`config.mk`:
```
export PLATFORM = sky130hd
export DESIGN_NAME = proc_fetch_unit_flat
export DESIGN_NICKNAME = d
export VERILOG_FILES = /design/src/rtl/proc_fetch_pkg.sv /design/src/rtl/proc_fetch_unit_if.sv /design/src/rtl/fetch_queue.sv /design/src/rtl/proc_fetch_unit.sv /design/src/flat_wrapper.sv
export SDC_FILE = /design/constraint.sdc
export NUM_CORES = 1
export LEC_CHECK = 0
export CAP_MARGIN = 20
export CORE_AREA = 5 5 147 107
export DETAILED_ROUTE_END_ITERATION = 12
export DIE_AREA = 0 0 152 112
export GPL_TIMING_DRIVEN = 0
export PLACE_DENSITY = 0.85
export SLEW_MARGIN = 5
export SYNTH_ARGS = -nofsm -noshare
export SYNTH_HDL_FRONTEND = slang
export SYNTH_HIERARCHICAL = 1
export SYNTH_SLANG_ARGS = --single-unit
```
`constraint.sdc`:
```
create_clock -name clk -period 8.14 [get_ports clk]
set_input_delay 2.035 -clock clk [delete_from_list [all_inputs] [get_ports clk]]
set_output_delay 2.035 -clock clk [all_outputs]
set_load 0.01 [all_outputs]
```
`src/rtl/proc_fetch_pkg.sv`:
```
// Shared types and constants for the TinyRV1 instruction fetch stage.
// Optional build macro: PROC_FETCH_BYPASS_EN (used by proc_fetch_unit).
package proc_fetch_pkg;

  // One fetched instruction together with the PC it was read from.
  typedef struct packed {
    logic [31:0] pc;
    logic [31:0] inst;
  } fetch_entry_t;

  // Sequential fetch advances one 32-bit word at a time.
  localparam logic [31:0] PC_INCR = 32'd4;

  // PC the core starts from when no override is given.
  localparam logic [31:0] DEFAULT_RESET_PC = 32'h0000_0000;

  // Redirect targets are word aligned by dropping the low two bits.
  function automatic logic [31:0] align_word(input logic [31:0] addr);
    return addr & ~32'h3;
  endfunction

endpackage

```
`src/rtl/proc_fetch_unit_if.sv`:
```
// Bundle of the fetch stage's memory, redirect and decode-side signals.
// master: the fetch unit. slave: the surrounding memory/decode environment.
interface proc_fetch_unit_if;

  logic        imemreq_val;
  logic [31:0] imemreq_addr;
  logic [31:0] imemresp_data;
  logic        redirect_val;
  logic [31:0] redirect_target;
  logic        f2d_val;
  logic        f2d_rdy;
  logic [31:0] f2d_pc;
  logic [31:0] f2d_inst;

  modport master (
    output imemreq_val, imemreq_addr, f2d_val, f2d_pc, f2d_inst,
    input  imemresp_data, redirect_val, redirect_target, f2d_rdy
  );

  modport slave (
    input  imemreq_val, imemreq_addr, f2d_val, f2d_pc, f2d_inst,
    output imemresp_data, redirect_val, redirect_target, f2d_rdy
  );

endinterface

```
`src/rtl/fetch_queue.sv`:
```
// Small circular FIFO of {pc, inst} entries sitting between fetch and decode.
// Push and pop may happen together even when full; flush beats both.
module fetch_queue
  import proc_fetch_pkg::*;
#(
  parameter int DEPTH = 2
) (
  input  logic                   clk,
  input  logic                   rst,
  input  logic                   push,
  input  logic                   pop,
  input  logic                   flush,
  input  fetch_entry_t           push_data,
  output logic [$clog2(DEPTH):0] count,
  output fetch_entry_t           head
);

  localparam int PTR_W = $clog2(DEPTH);

  logic [PTR_W-1:0] wr_ptr;
  logic [PTR_W-1:0] rd_ptr;
  fetch_entry_t     slots [DEPTH];

  // Pointers and occupancy; a flush empties the queue regardless of push/pop.
  always_ff @(posedge clk or posedge rst) begin
    if (rst) begin
      wr_ptr <= '0;
      rd_ptr <= '0;
      count  <= '0;
    end else if (flush) begin
      wr_ptr <= '0;
      rd_ptr <= '0;
      count  <= '0;
    end else begin
      if (push) wr_ptr <= wr_ptr + 1'b1;
      if (pop)  rd_ptr <= rd_ptr + 1'b1;
      if (push && !pop)      count <= count + 1'b1;
      else if (!push && pop) count <= count - 1'b1;
    end
  end

  // Entry storage; when full with a same-cycle pop the write reuses the slot being vacated.
  always_ff @(posedge clk) begin
    if (push && !flush) slots[wr_ptr] <= push_data;
  end

  assign head = slots[rd_ptr];

endmodule

```
`src/rtl/proc_fetch_unit.sv`:
```
// TinyRV1 instruction fetch stage: owns the PC, reads one word per cycle from
// a combinational instruction memory and queues {pc, inst} for decode.
// Build macro PROC_FETCH_BYPASS_EN adds a zero-latency path around an empty queue.
module proc_fetch_unit
  import proc_fetch_pkg::*;
#(
  parameter int          DEPTH    = 2,
  parameter logic [31:0] RESET_PC = DEFAULT_RESET_PC
) (
  input logic                clk,
  input logic                rst,
  proc_fetch_unit_if.master  fif
);

  localparam int CW = $clog2(DEPTH) + 1;

  logic [31:0]   pc;
  logic [CW-1:0] count;
  fetch_entry_t  head;
  fetch_entry_t  push_entry;
  logic          q_empty;
  logic          q_full;
  logic          q_val;
  logic          q_deq;
  logic          fetch_go;
  logic          push;
  logic          bypass;

  // The queue's own deq is computed without the bypass path so fetch_go never loops on itself.
  assign q_empty  = (count == '0);
  assign q_full   = (count == CW'(DEPTH));
  assign q_val    = ~q_empty & ~fif.redirect_val & ~rst;
  assign q_deq    = q_val & fif.f2d_rdy;
  assign fetch_go = ~rst & ~fif.redirect_val & (~q_full | q_deq);

`ifdef PROC_FETCH_BYPASS_EN
  assign bypass = q_empty & fetch_go & fif.f2d_rdy;
`else
  assign bypass = 1'b0;
`endif

  assign push            = fetch_go & ~bypass;
  assign push_entry.pc   = pc;
  assign push_entry.inst = fif.imemresp_data;

  assign fif.imemreq_val  = fetch_go;
  assign fif.imemreq_addr = pc;
  assign fif.f2d_val      = q_val | bypass;
  assign fif.f2d_pc       = bypass ? pc : head.pc;
  assign fif.f2d_inst     = bypass ? fif.imemresp_data : head.inst;

  // PC update: redirect wins, otherwise advance by one word on every issued fetch.
  always_ff @(posedge clk or posedge rst) begin
    if (rst) begin
      pc <= RESET_PC;
    end else if (fif.redirect_val) begin
      pc <= align_word(fif.redirect_target);
    end else if (fetch_go) begin
      pc <= pc + PC_INCR;
    end
  end

  fetch_queue #(
    .DEPTH (DEPTH)
  ) u_queue (
    .clk       (clk),
    .rst       (rst),
    .push      (push),
    .pop       (q_deq),
    .flush     (fif.redirect_val),
    .push_data (push_entry),
    .count     (count),
    .head      (head)
  );

endmodule

```
`src/flat_wrapper.sv`:
```
// flat-port wrapper written by rule: the top's interface ports become plain ports
module proc_fetch_unit_flat import proc_fetch_pkg::*;
#(
  parameter int          DEPTH    = 2,
  parameter logic [31:0] RESET_PC = DEFAULT_RESET_PC
)
  (clk, rst, fif_imemreq_val, fif_imemreq_addr, fif_f2d_val, fif_f2d_pc, fif_f2d_inst, fif_imemresp_data, fif_redirect_val, fif_redirect_target, fif_f2d_rdy);
  proc_fetch_unit_if fif_i ();
  input logic clk;
  input logic rst;
  output wire logic [$bits(fif_i.imemreq_val)-1:0] fif_imemreq_val;
  output wire logic [$bits(fif_i.imemreq_addr)-1:0] fif_imemreq_addr;
  output wire logic [$bits(fif_i.f2d_val)-1:0] fif_f2d_val;
  output wire logic [$bits(fif_i.f2d_pc)-1:0] fif_f2d_pc;
  output wire logic [$bits(fif_i.f2d_inst)-1:0] fif_f2d_inst;
  input wire logic [$bits(fif_i.imemresp_data)-1:0] fif_imemresp_data;
  input wire logic [$bits(fif_i.redirect_val)-1:0] fif_redirect_val;
  input wire logic [$bits(fif_i.redirect_target)-1:0] fif_redirect_target;
  input wire logic [$bits(fif_i.f2d_rdy)-1:0] fif_f2d_rdy;
  assign fif_imemreq_val = fif_i.imemreq_val;
  assign fif_imemreq_addr = fif_i.imemreq_addr;
  assign fif_f2d_val = fif_i.f2d_val;
  assign fif_f2d_pc = fif_i.f2d_pc;
  assign fif_f2d_inst = fif_i.f2d_inst;
  assign fif_i.imemresp_data = fif_imemresp_data;
  assign fif_i.redirect_val = fif_redirect_val;
  assign fif_i.redirect_target = fif_redirect_target;
  assign fif_i.f2d_rdy = fif_f2d_rdy;
  proc_fetch_unit #(.DEPTH(DEPTH), .RESET_PC(RESET_PC)) u_core (.clk(clk), .rst(rst), .fif(fif_i));
endmodule
```
# Yosys cells after proc, flatten, opt, wreduce, memory -nomap -nowiden
# Memories as Yosys holds them, arrays and structs flattened.
# Cells that the tools add are included.
# W data, S select, Z words.
[word_totals]
wordCells = 42
out_inout_bits = 98
inputBits = 68
ramBits = 128
mem_count = 1
register_bits = 36
[op_classes]
bitwise = 10
n_addsub = 5
n_eq_ne = 1
n_reduce_logical = 10
mux = 11
[memory_table]
columns = ["name", "words", "word_bits", "rd", "rd_clocked_by_memory_dff", "wr", "line", "rtl"]
rows = [
  ["u_core.u_queue.slots", 2, 64, 1, 0, 1, "fetch_queue.sv:22", "fetch_entry_t slots [DEPTH];"],
]
[ops]
columns = ["op", "count"]
rows = [
  ["$mux W32", 2],
  ["$add A32 B3 Y32 const B", 1],
  ["$mux W1", 6],
  ["$mux W2", 3],
  ["$and A1 B1 Y1", 5],
  ["$not A1 Y1", 4],
  ["$reduce_bool A2 Y1", 2],
  ["$logic_and A1 B1 Y1", 3],
  ["$logic_not A1 Y1", 3],
  ["$reduce_bool A3 Y1", 1],
  ["$add A1 B1 Y1 const B", 2],
  ["$add A2 B1 Y2 const B", 1],
  ["$eq A2 B2 Y1 const B", 1],
  ["$logic_not A2 Y1", 1],
  ["$sub A2 B1 Y2 const B", 1],
  ["$or A1 B1 Y1", 1],
]

# Longest topological paths before layout
[logic_depth]
word_depth = 12
mapped_depth = 9
ltp_nobuf = 6

# Hierarchy
# The synthesis kept the hierarchy.
[by_module_without_submodules]
columns = ["mod", "seq_area_each_um2", "instances", "cells_each", "area_each_um2"]
rows = [
  ["fetch_queue", 3943.8, 1, 219, 5032.3],
  ["proc_fetch_unit", 750.7, 1, 208, 1840.5],
]

# Worst setup path after synthesis
# OpenSTA, ideal clock, no wires.
[synth_timing]
kind = "input to register"
from = "input port fif_redirect_val"
to = "memory u_core/u_queue/slots[0][0] (netlist name) (enable)"
path_stages = 7
slack_ps = -202
n_path_buf = 3
arrival_time_ps = 7763
required_ps = 7562
setup_ps = 578
cell_sequence = "buf_6 or2_4 or2_1 buf_6 inv_2 buf_4 nor3b_1"
[synth_via]
elab_chain_len = 9
word_cells_on_any_way = 11
classes_between = "mux (2); bitwise (7); reduce/logical (2)"
[synth_rtl]
columns = ["item", "line", "rtl"]
rows = [
  ["from (decl)", "flat_wrapper.sv:17", "input wire logic [$bits(fif_i.redirect_val)-1:0] fif_redirect_val;"],
  ["$not A1 Y1 (*)", "proc_fetch_unit.sv:32, proc_fetch_unit.sv:34", ""],
  ["$and A1 B1 Y1 (2 in series)", "proc_fetch_unit.sv:32", "assign q_val = ~q_empty & ~fif.redirect_val & ~rst;"],
  ["$and A1 B1 Y1", "proc_fetch_unit.sv:33", "assign q_deq = q_val & fif.f2d_rdy;"],
  ["$or A1 B1 Y1", "proc_fetch_unit.sv:34", "assign fetch_go = ~rst & ~fif.redirect_val & (~q_full | q_deq);"],
  ["$and A1 B1 Y1 (*)", "proc_fetch_unit.sv:34", ""],
  ["named net fif_imemreq_val", "flat_wrapper.sv:11", "output wire logic [$bits(fif_i.imemreq_val)-1:0] fif_imemreq_val;"],
  ["$logic_and A1 B1 Y1 (*)", "fetch_queue.sv:44", "if (push && !flush) slots[wr_ptr] <= push_data;"],
  ["$mux W1 (*)", "fetch_queue.sv:44", ""],
  ["$mux W1 (implied by the code) (*)", "fetch_queue.sv:44", ""],
  ["to (decl)", "fetch_queue.sv:22", ""],
]
# The timed path passes the listed nets; every way through them passes the cells marked *.

# Worst setup path in the final report
[layout_timing]
from = "input port fif_redirect_val"
to = "output port fif_imemreq_val"
[layout_via]
elab_chain_len = 6
word_cells_on_any_way = 7
classes_between = "bitwise (7)"
[layout_rtl]
columns = ["item", "line"]
rows = [
  ["$not A1 Y1 (*)", "proc_fetch_unit.sv:32, proc_fetch_unit.sv:34"],
  ["$and A1 B1 Y1 (2 in series)", "proc_fetch_unit.sv:32"],
  ["$and A1 B1 Y1", "proc_fetch_unit.sv:33"],
  ["$or A1 B1 Y1", "proc_fetch_unit.sv:34"],
  ["$and A1 B1 Y1 (*)", "proc_fetch_unit.sv:34"],
  ["to (decl)", "flat_wrapper.sv:11"],
]
# Every way passes the cells marked *; elsewhere a longest branch is shown, timed or not.

==> results.py <==
metrics = {
    "critical_path": {
        "worstPathRequired_ns": 6.11,
        "worst-setup-path-type": "in2out",
        "rr_startpoint": "u_core/u_queue/count[1]",
        "reg2reg_to": "u_core/u_queue/slots[0][21]",
        "crit_fanout": 16,
        "r2r_slack_ns": 5.28,
        "cp-end-kind": "primary output",
        "crit_arrival_ns": 4.46,
        "reg2reg_depth": 8,
        "critPathLaunchType": "primary input",
    },
    "synthesis": {
        "ys_ff_latch": 162,
        "synth_common_cells": "128 x edfxtp_1, 50 x mux2_4, 34 x dfrtp_1, 34 x nand2_1, 21 x nand3_1",
        "yosys_warnings": 6,
        "synth_edf_count": 128,
        "yosysTopAreaCell": "edfxtp_1",
        "ys.flop_type": "edfxtp_1",
        "netlist_area_um2": 6870,
        "synth_area_leaders": "edfxtp_1 56%, dfrtp_1 12%, mux2_4 11%, mux2_2 2.5%, o311ai_0 2.0%",
        "synth_top_area_share_pct": 55.9,
        "syn_inst": 427,
        "synth_seq_area_share_pct": 68.3,
        "ys_types": 49,
        "synthArstFlopShare_pct": 21.0,
        "syn_avg_cell_area_um2": 16.1,
        "synthMostInstantiatedCell": "edfxtp_1",
    },
    "power": {
        "p_leak_nw": 3.39,
        "max-vdd-ir-drop_uv": 144,
        "powerDensity_nw_per_um2": 207,
    },
    "floorplan": {
        "floorplan.initialDensity_pct": 48.2,
        "die_h_um": 112,
        "die-area_um2": 17000,
        "io-pin-count": 166,
        "fp-row-count": 37,
        "die_w_um": 152,
        "core_region_area_um2": 14300,
    },
    "layout": {
        "final_net_count": 687,
        "num_antenna_cells": 0,
        "final_util_pct": 66.3,
        "area_growth_pct": 37.6,
        "final_cells": 826,
        "final.fill_count": 1028,
        "drive_gt1_share_pct": 20.4,
    },
    "route": {
        "drt_iter0_markers": 341,
        "firstDrtPassIters": 5,
        "via_per_inst": 5.55,
        "wl_per_cell_um": 20.4,
        "vias": 4587,
        "wl_um": 16900,
        "drt.antenna.violating_nets": 0,
        "drt_drc_violations_left": 0,
    },
    "cts": {
        "clock_path_buffers": 2,
        "clkLatencyLatePin_ns": 0.42,
        "htree_levels": 4,
        "root_buffer": "clkbuf_16",
        "cts_resized": 0,
        "cts_hold_buf": 0,
        "cts_tree": "done",
        "cts_made_buffers": 17,
        "cts_sinks": 162,
        "cts_setup_buffers": 0,
        "cts.clk_slew.worst_paths_ns": 0.06,
    },
    "sta": {
        "slew_violations": 0,
        "setup_viol": 0,
        "setup_ws_ns": 1.64,
        "period_needed_ns": 6.50,
        "rsz0062_at_grt": "no",
        "timing.slew.headroom_pct": 46.0,
        "final_hold_viol_count": 0,
        "finalCritPeriodShare_pct": 79.8,
        "max_freq_ghz": 0.154,
        "tightestPinTransition_ns": 0.809,
        "finalClockSkew_ns": 0.00721,
        "fin_setup_tns_ns": 0,
    },
    "global_routing": {
        "track_usage_pct": 20.1,
        "grt_overflow": 0,
        "grt_pass1_vias": 4822,
        "grt_pass1_wl_um": 26600,
        "grt_max_degree": 50,
        "antenna_found_initial": 0,
    },
    "placed_design": {
        "dp_hpwl_um": 11800,
        "port_buffers": 161,
        "place.gp.congestion": 0.862,
        "placed_cells": 794,
        "pre_cts_slack_ns": 1.67,
    },
    "min_path": {
        "hp-class": "reg2reg",
        "holdPathStages": 0,
        "holdPathEnd": "u_core/u_queue/slots[1][63]",
        "min-delay-start": "u_core/fif.imemreq_addr[31]",
    },
    "flow_run": {
        "cap_viol_max_count": 0,
    },
    "status": {
        "status": "completed",
    },
}
## sequential cells by signal (all words and copies together), names as in the netlist
signal,cells
u_core/u_queue/slots,128
u_core/u_queue/rd_ptr,1
u_core/u_queue/wr_ptr,1
u_core/fif.imemreq_addr,30
u_core/u_queue/count,2
## cells by family (layout without fill, tap and decap cells)
kind of cell / count (synthesis) / after routing / share of synthesized area, %
AO/OA/AOI/OAI: 54 / 54 / 5.63
XOR/XNOR: 6 / 6 / 0.765
adder cells (fa/ha/maj): 1 / 1 / 0.182
buffers and inverters: 27 / 226 / 2.58
flip-flops: 162 / 162 / 68.3
multiplexers: 66 / 66 / 13.5
other: 1 / 6 / 0.0546
AND/OR/NAND/NOR: 110 / 110 / 8.96
## stage by stage
step | hold slack (ns) | area, µm² | power [mW]
detailed placement | 0.532 | 8880 | 1.20
global placement | 0.522 | 8750 | 1.19
global route | 0.558 | 9460 | 2.03
floorplan | 0.543 | 6900 | 1.07
finish | 0.541 | 9460 | 1.96
CTS | 0.540 | 9460 | 1.98
## power breakdown
part           total (mW)  internal, mW  switching, mW
clock network       0.775         0.454          0.321
logic               0.215         0.123         0.0917
registers           0.972         0.933         0.0386
total                1.96          1.51          0.451
## cells in the final DEF, fill, tap and decap left out, types with 4 or more instances in the layout
master and instances:
mux2_4 50, inv_6 5, clkbuf_1 4, a21oi_1 4, buf_8 4, o21ai_0 13
o311ai_0 16, dfrtp_1 34, clkbuf_16 17, nand3_1 21, clkinv_4 4, edfxtp_1 128
o211ai_1 12, clkdlybuf4s50_1 161, nor3_1 4, inv_1 7, and3_1 4, mux2_2 15
nand2_1 34, conb_1 6, nor2_1 12, buf_6 8, nand4_1 9
## critical path, stage by stage
cell,delay [ns]
clkdlybuf4s50_1,0.59
buf_6,0.24
or2_4,0.27
or2_1,0.24
buf_6,0.14
inv_2,0.09
buf_4,0.25
clkdlybuf4s50_1,0.59
## layout make-up
cell class	instances	area (µm²)	area share, %
plain buffers	19	148	1.56
clock buffers	17	425	4.50
clock inverters	15	156	1.65
inverters	8	30.0	0.317
multi-input cells	243	2030	21.5
flip-flops and latches	162	4690	49.6
well taps	195	244	2.58
repair buffers	167	1730	18.3
## worst max-delay path by stage
stage	from	end	slack (ns)
2_1_floorplan	fif_redirect_val	u_core/u_queue/slots[0][0]	2.09
3_3_place_gp	fif_redirect_val	u_core/u_queue/slots[0][6]	-0.10
3_5_place_dp	fif_redirect_val	fif_imemreq_val	1.67
4_1_cts	fif_redirect_val	fif_imemreq_val	1.66
5_1_grt	fif_redirect_val	fif_imemreq_val	1.56
6_report	fif_redirect_val	fif_imemreq_val	1.64
## metal layers
layer,wire length (µm),global-route usage (%)
met5,0,0
met1,7050,25.6
met4,273,7.19
met2,8290,33.0
met3,1230,5.83
Note: power is estimated with default switching activity, not from simulation.
==> variant 1 (config.mk and constraints unchanged) <==
Build with the macro `PROC_FETCH_BYPASS_EN` defined.
--- a/src/rtl/proc_fetch_unit.sv
+++ b/src/rtl/proc_fetch_unit.sv
@@ -2,4 +2,6 @@
 // a combinational instruction memory and queues {pc, inst} for decode.
 // Build macro PROC_FETCH_BYPASS_EN adds a zero-latency path around an empty queue.
+`define PROC_FETCH_BYPASS_EN
+
 module proc_fetch_unit
   import proc_fetch_pkg::*;
Behaviour: not the same (a bounded check fails within 4 cycles, from zero or initial values and one cycle with rst high).
==> variant 1 against the original RTL <==
Cell count is 9.7% higher; final area increased by 8.1%; utilization is 5.4 points higher; largest power group unchanged; largest cell class unchanged; combinational power rose by 28%; critical path type unchanged; sequential cell count is the same; sequential share of layout area fell by 3.7 points; wire length rose by 12%; area after synthesis increased by 12%; setup slack worse by 510 ps; total power up 0.39%.
==> variant 1: results (changes against the original RTL) <==
Finish
  • Share of post-route cells with drive strength above 1: 25.6% (+5.2 points)
  • Non-filler cells, final: 906 (+9.7%)
  • Area growth syn-to-layout: 33.4%
  • Final nets: 767 (+12%)
  • Fill cell count: 938 (-8.8%)
  • Largest reg by FF count: u_core/u_queue/slots

Place
  • Dpl ws: 1160 ps (-511 ps)
  • HPWL after DPL: 13,000 µm (+11%)
  • Final Wtd Congestion: 0.873 (+1.3%)
  • Placed instance count: 874 (+10%)
  • Dpl cell area: 9700 µm² (+9.2%)

Yosys
  • Synth cell count leaders: edfxtp_1 (128), mux2_2 (62), mux2_4 (51), nand2_1 (44), dfrtp_1 (34)
  • Synth cell types: 57 (+16%)
  • Mapped Avg Cell Area: 15.1 µm² (-6.1%)
  • Seq/Total Area, Yosys: 61.2% (-7.1 points)
  • Ranking of synthesized cells by area: edfxtp_1 (50%), dfrtp_1 (11%), mux2_4 (10%)

Critical path
  • Crit-path leading delay family: buffers and inverters
  • Max FO, Critical Path: 10 (-6)
  • Crit path arrival time: 4970 ps (+510 ps)
  • Reg-to-Reg End: u_core/u_queue/slots[0][23]$_DFFE_PP_
  • Largest stage delay, worst path: 690 ps (+100 ps)
  • Worst r2r src: u_core/u_queue/count[0]$_DFFE_PP0P_
  • Reg2Reg Setup Slack: 4860 ps (-420 ps)

Global routing
  • First-pass GRT wire length: 29,500 µm (+11%)
  • All-layer global routing usage: 22.3% (+2.2 points)
  • M1 GR Usage: 29.3% (+3.7 points)
  • Largest net degree at the start of global routing: 52 (+4.0%)
  • Vias in the first global route: 5,469 (+13%)
  • Met2 Use GR: 36.5% (+3.6 points)

Routing
  • WL per Instance: 20.8 µm (+1.9%)
  • Met1 Wirelength: 8050 µm (+14%)
  • Met3 wire length: 1380 µm (+12%)
  • Via-to-Cell Ratio: 5.75 (+3.6%)
  • First DRT Iteration DRCs: 559 (+64%)

Clock network
  • # hold bufs at CTS: 0 (unchanged)
  • Post-CTS setup buffers: 0 (unchanged)
  • Num CTS Buffers: 17 (unchanged)

Power
  • Maximum vdd drop: 152 µV (+5.0%)
  • LEAKAGE: 3.74 nW (+10%)

Timing
  • Worst hold slack: 514 ps (-26.9 ps)
  • Clock skew: 5.14 ps (-2.07 ps)
  • Setup WS post-layout: 1140 ps (-510 ps)
  • Worst rel slew slack: 45.3% (-0.69 points)

Status
  • Status: finished, final reports clean

Worst hold path
  • HP Start: u_core/fif.imemreq_addr[10]$_DFFE_PP0P_
variant 1: cell types whose count changed after synthesis, moves of 3 or more:
cell	before	now
o311ai_1	1	8
a22oi_1	3	0
nand2_1	34	44
nand3_1	21	13
clkbuf_1	4	7
mux2_1	0	10
a221o_1	0	4
mux2_2	15	62
buf_2	3	8
nor2_1	12	21
o311ai_0	16	5
variant 1: cell families after synthesis:
group	count (synthesis)	share of synthesized area, %
flops	162	61.2
fa+ha+maj	1	0.163
simple gates	123	9.07
mux	124	20.7
compound gates	56	5.39
buf+inv	35	2.82
xor+xnor	5	0.571
other cells	1	0.0489
variant 1: power breakdown:
part / internal (mW) / switching [mW]
Combinational: 0.157 / 0.118
Sequential: 0.932 / 0.0400
Clock: 0.416 / 0.306
variant 1: cell type report:
class,count,share of cell area [%]
flip-flops and latches,162,45.9
multi-input cells,315,27.3
repair buffers,167,17.1
clock buffers,21,4.31
well taps,195,2.39
plain buffers,26,1.79
clock inverters,11,0.881
inverters,9,0.330
==> variant 2 (same flow settings) <==
Made on the original files. Reset style: synchronous (`rst`), changed in 2 clocked blocks.
--- a/src/rtl/fetch_queue.sv
+++ b/src/rtl/fetch_queue.sv
@@ -23,5 +23,5 @@
 
   // Pointers and occupancy; a flush empties the queue regardless of push/pop.
-  always_ff @(posedge clk or posedge rst) begin
+  always_ff @(posedge clk) begin
     if (rst) begin
       wr_ptr <= '0;
--- a/src/rtl/proc_fetch_unit.sv
+++ b/src/rtl/proc_fetch_unit.sv
@@ -51,5 +51,5 @@
 
   // PC update: redirect wins, otherwise advance by one word on every issued fetch.
-  always_ff @(posedge clk or posedge rst) begin
+  always_ff @(posedge clk) begin
     if (rst) begin
       pc <= RESET_PC;
Function: differs if rst is asserted again (counterexample within 4 cycles, from zero or initial values and one cycle with rst high); with rst held inactive, the same outputs for 4 cycles.
==> variant 2 against the original RTL <==
Die area unchanged; via count down 4.9%; area after synthesis down 4.2%; total power down 5.5%; final area down 3.4%; global-route usage down 1.5 points; clock skew up 1.1 ps; wire length down 7.8%; sequential cell count up 1; setup slack better by 190 ps; sequential power down 2.6%; utilization down 2.3 points; count of clock-buffer cells in the layout up 1; critical endpoint unchanged; largest cell class unchanged; largest power group unchanged.
==> variant 2: results (changes against the original RTL) <==
Critical path
  • Reg-to-Reg End: u_core/u_queue/slots[1][25]$_DFFE_PP_
  • Reg2Reg Setup Slack: 5720 ps (+440 ps)
  • Crit path arrival time: 4270 ps (-190 ps)
  • Worst r2r src: u_core/u_queue/count[0]$_SDFFE_PP0P_

Routing
  • First DRT Iteration DRCs: 302 (-11%)
  • DR pass1 iterations: 7 (+2)
  • Post-Route WL: 15,500 µm (-7.8%)

Clock network
  • # clock sinks: 163 (+0.62%)

Yosys
  • Synth cell types: 42 (-14%)
  • Cell count after synthesis: 439 (+2.8%)
  • Async SR Flop Fraction: 0% (-21 points)

Global routing
  • Met2 Use GR: 30.2% (-2.8 points)
  • First-pass GRT wire length: 24,500 µm (-7.9%)
  • All-layer global routing usage: 18.5% (-1.5 points)

Finish
  • Non-filler cells, final: 837 (+1.3%)
  • Final nets: 699 (+1.7%)
  • Multi-input gates: 257 (+5.8%)
  • Logic inverters: 3 (-5)
  • Clock-cell share of area: 6.22% (+0.067 points)
  • Share of post-route cells with drive strength above 1: 19.0% (-1.4 points)
  • FF/Latch Area: 4540 µm² (-3.2%)
  • Layout non-clock buf frac: 19.8% (about the same)
  • Post-route cell area: 9140 µm² (-3.4%)
  • Fraction of area in multi-input gates: 21.4% (-0.089 points)
  • Layout clock buffers: 18 (+1)

Power
  • Share of power burned in registers: 51.1% (+1.6 points)
  • Total combinational power: 0.146 mW (-32%)
  • Combinational power share: 7.9% (-3.0 points)

Place
  • Placed instance count: 805 (+1.4%)
  • Final Wtd Congestion: 0.849 (-1.5%)

Timing
  • Final worst path period need: 6310 ps (-187 ps)

Status
  • Status: finished, final reports clean
## variant 2: per-layer routing
layer / vias up / routed length [µm] / part of all wire, %
met5: - / 0 / 0
met4: 0 / 143 / 0.92
met3: 16 / 1160 / 7.4
met2: 165 / 7530 / 48
met1: 2132 / 6720 / 43
li1: 2049 / - / -
## variant 2: per-stage QoR
step | hold slack, ps | util [%]
floorplan | 475 | -
global placement | 498 | 59.4
detailed placement | 508 | 60.1
CTS | 522 | 64.1
global route | 537 | 64.1
finish | 524 | 64.1
## variant 2: cells by family after synthesis
group                      count (synthesis)  share of synthesized area (%)
other                                      1                         0.0569
xor gates and xnor gates                  30                           3.99
muxes                                     66                           11.2
DFF                                      163                           69.0
AOI/OAI and AO/OA                         35                           3.59
buffers and inverters                     24                           1.80
adders and majority gates                  2                          0.380
and+or+nand+nor                          118                           9.94
## variant 2: worst min-delay path by stage
| stage | startpoint | end | depth (start not counted) |
|---|---|---|---|
| after floorplan | u_core/u_queue/count[1]$_SDFFE_PP0P_ | u_core/u_queue/count[1]$_SDFFE_PP0P_ | 2 |
| after global placement | u_core/fif.imemreq_addr[31]$_SDFFE_PP0P_ | u_core/u_queue/slots[1][63]$_DFFE_PP_ | 0 |
| after detailed placement | u_core/fif.imemreq_addr[31]$_SDFFE_PP0P_ | u_core/u_queue/slots[1][63]$_DFFE_PP_ | 0 |
| after CTS | u_core/fif.imemreq_addr[31]$_SDFFE_PP0P_ | u_core/u_queue/slots[0][63]$_DFFE_PP_ | 0 |
| after global routing | u_core/fif.imemreq_addr[31]$_SDFFE_PP0P_ | u_core/u_queue/slots[1][63]$_DFFE_PP_ | 0 |
| final | u_core/fif.imemreq_addr[31]$_SDFFE_PP0P_ | u_core/u_queue/slots[0][63]$_DFFE_PP_ | 0 |
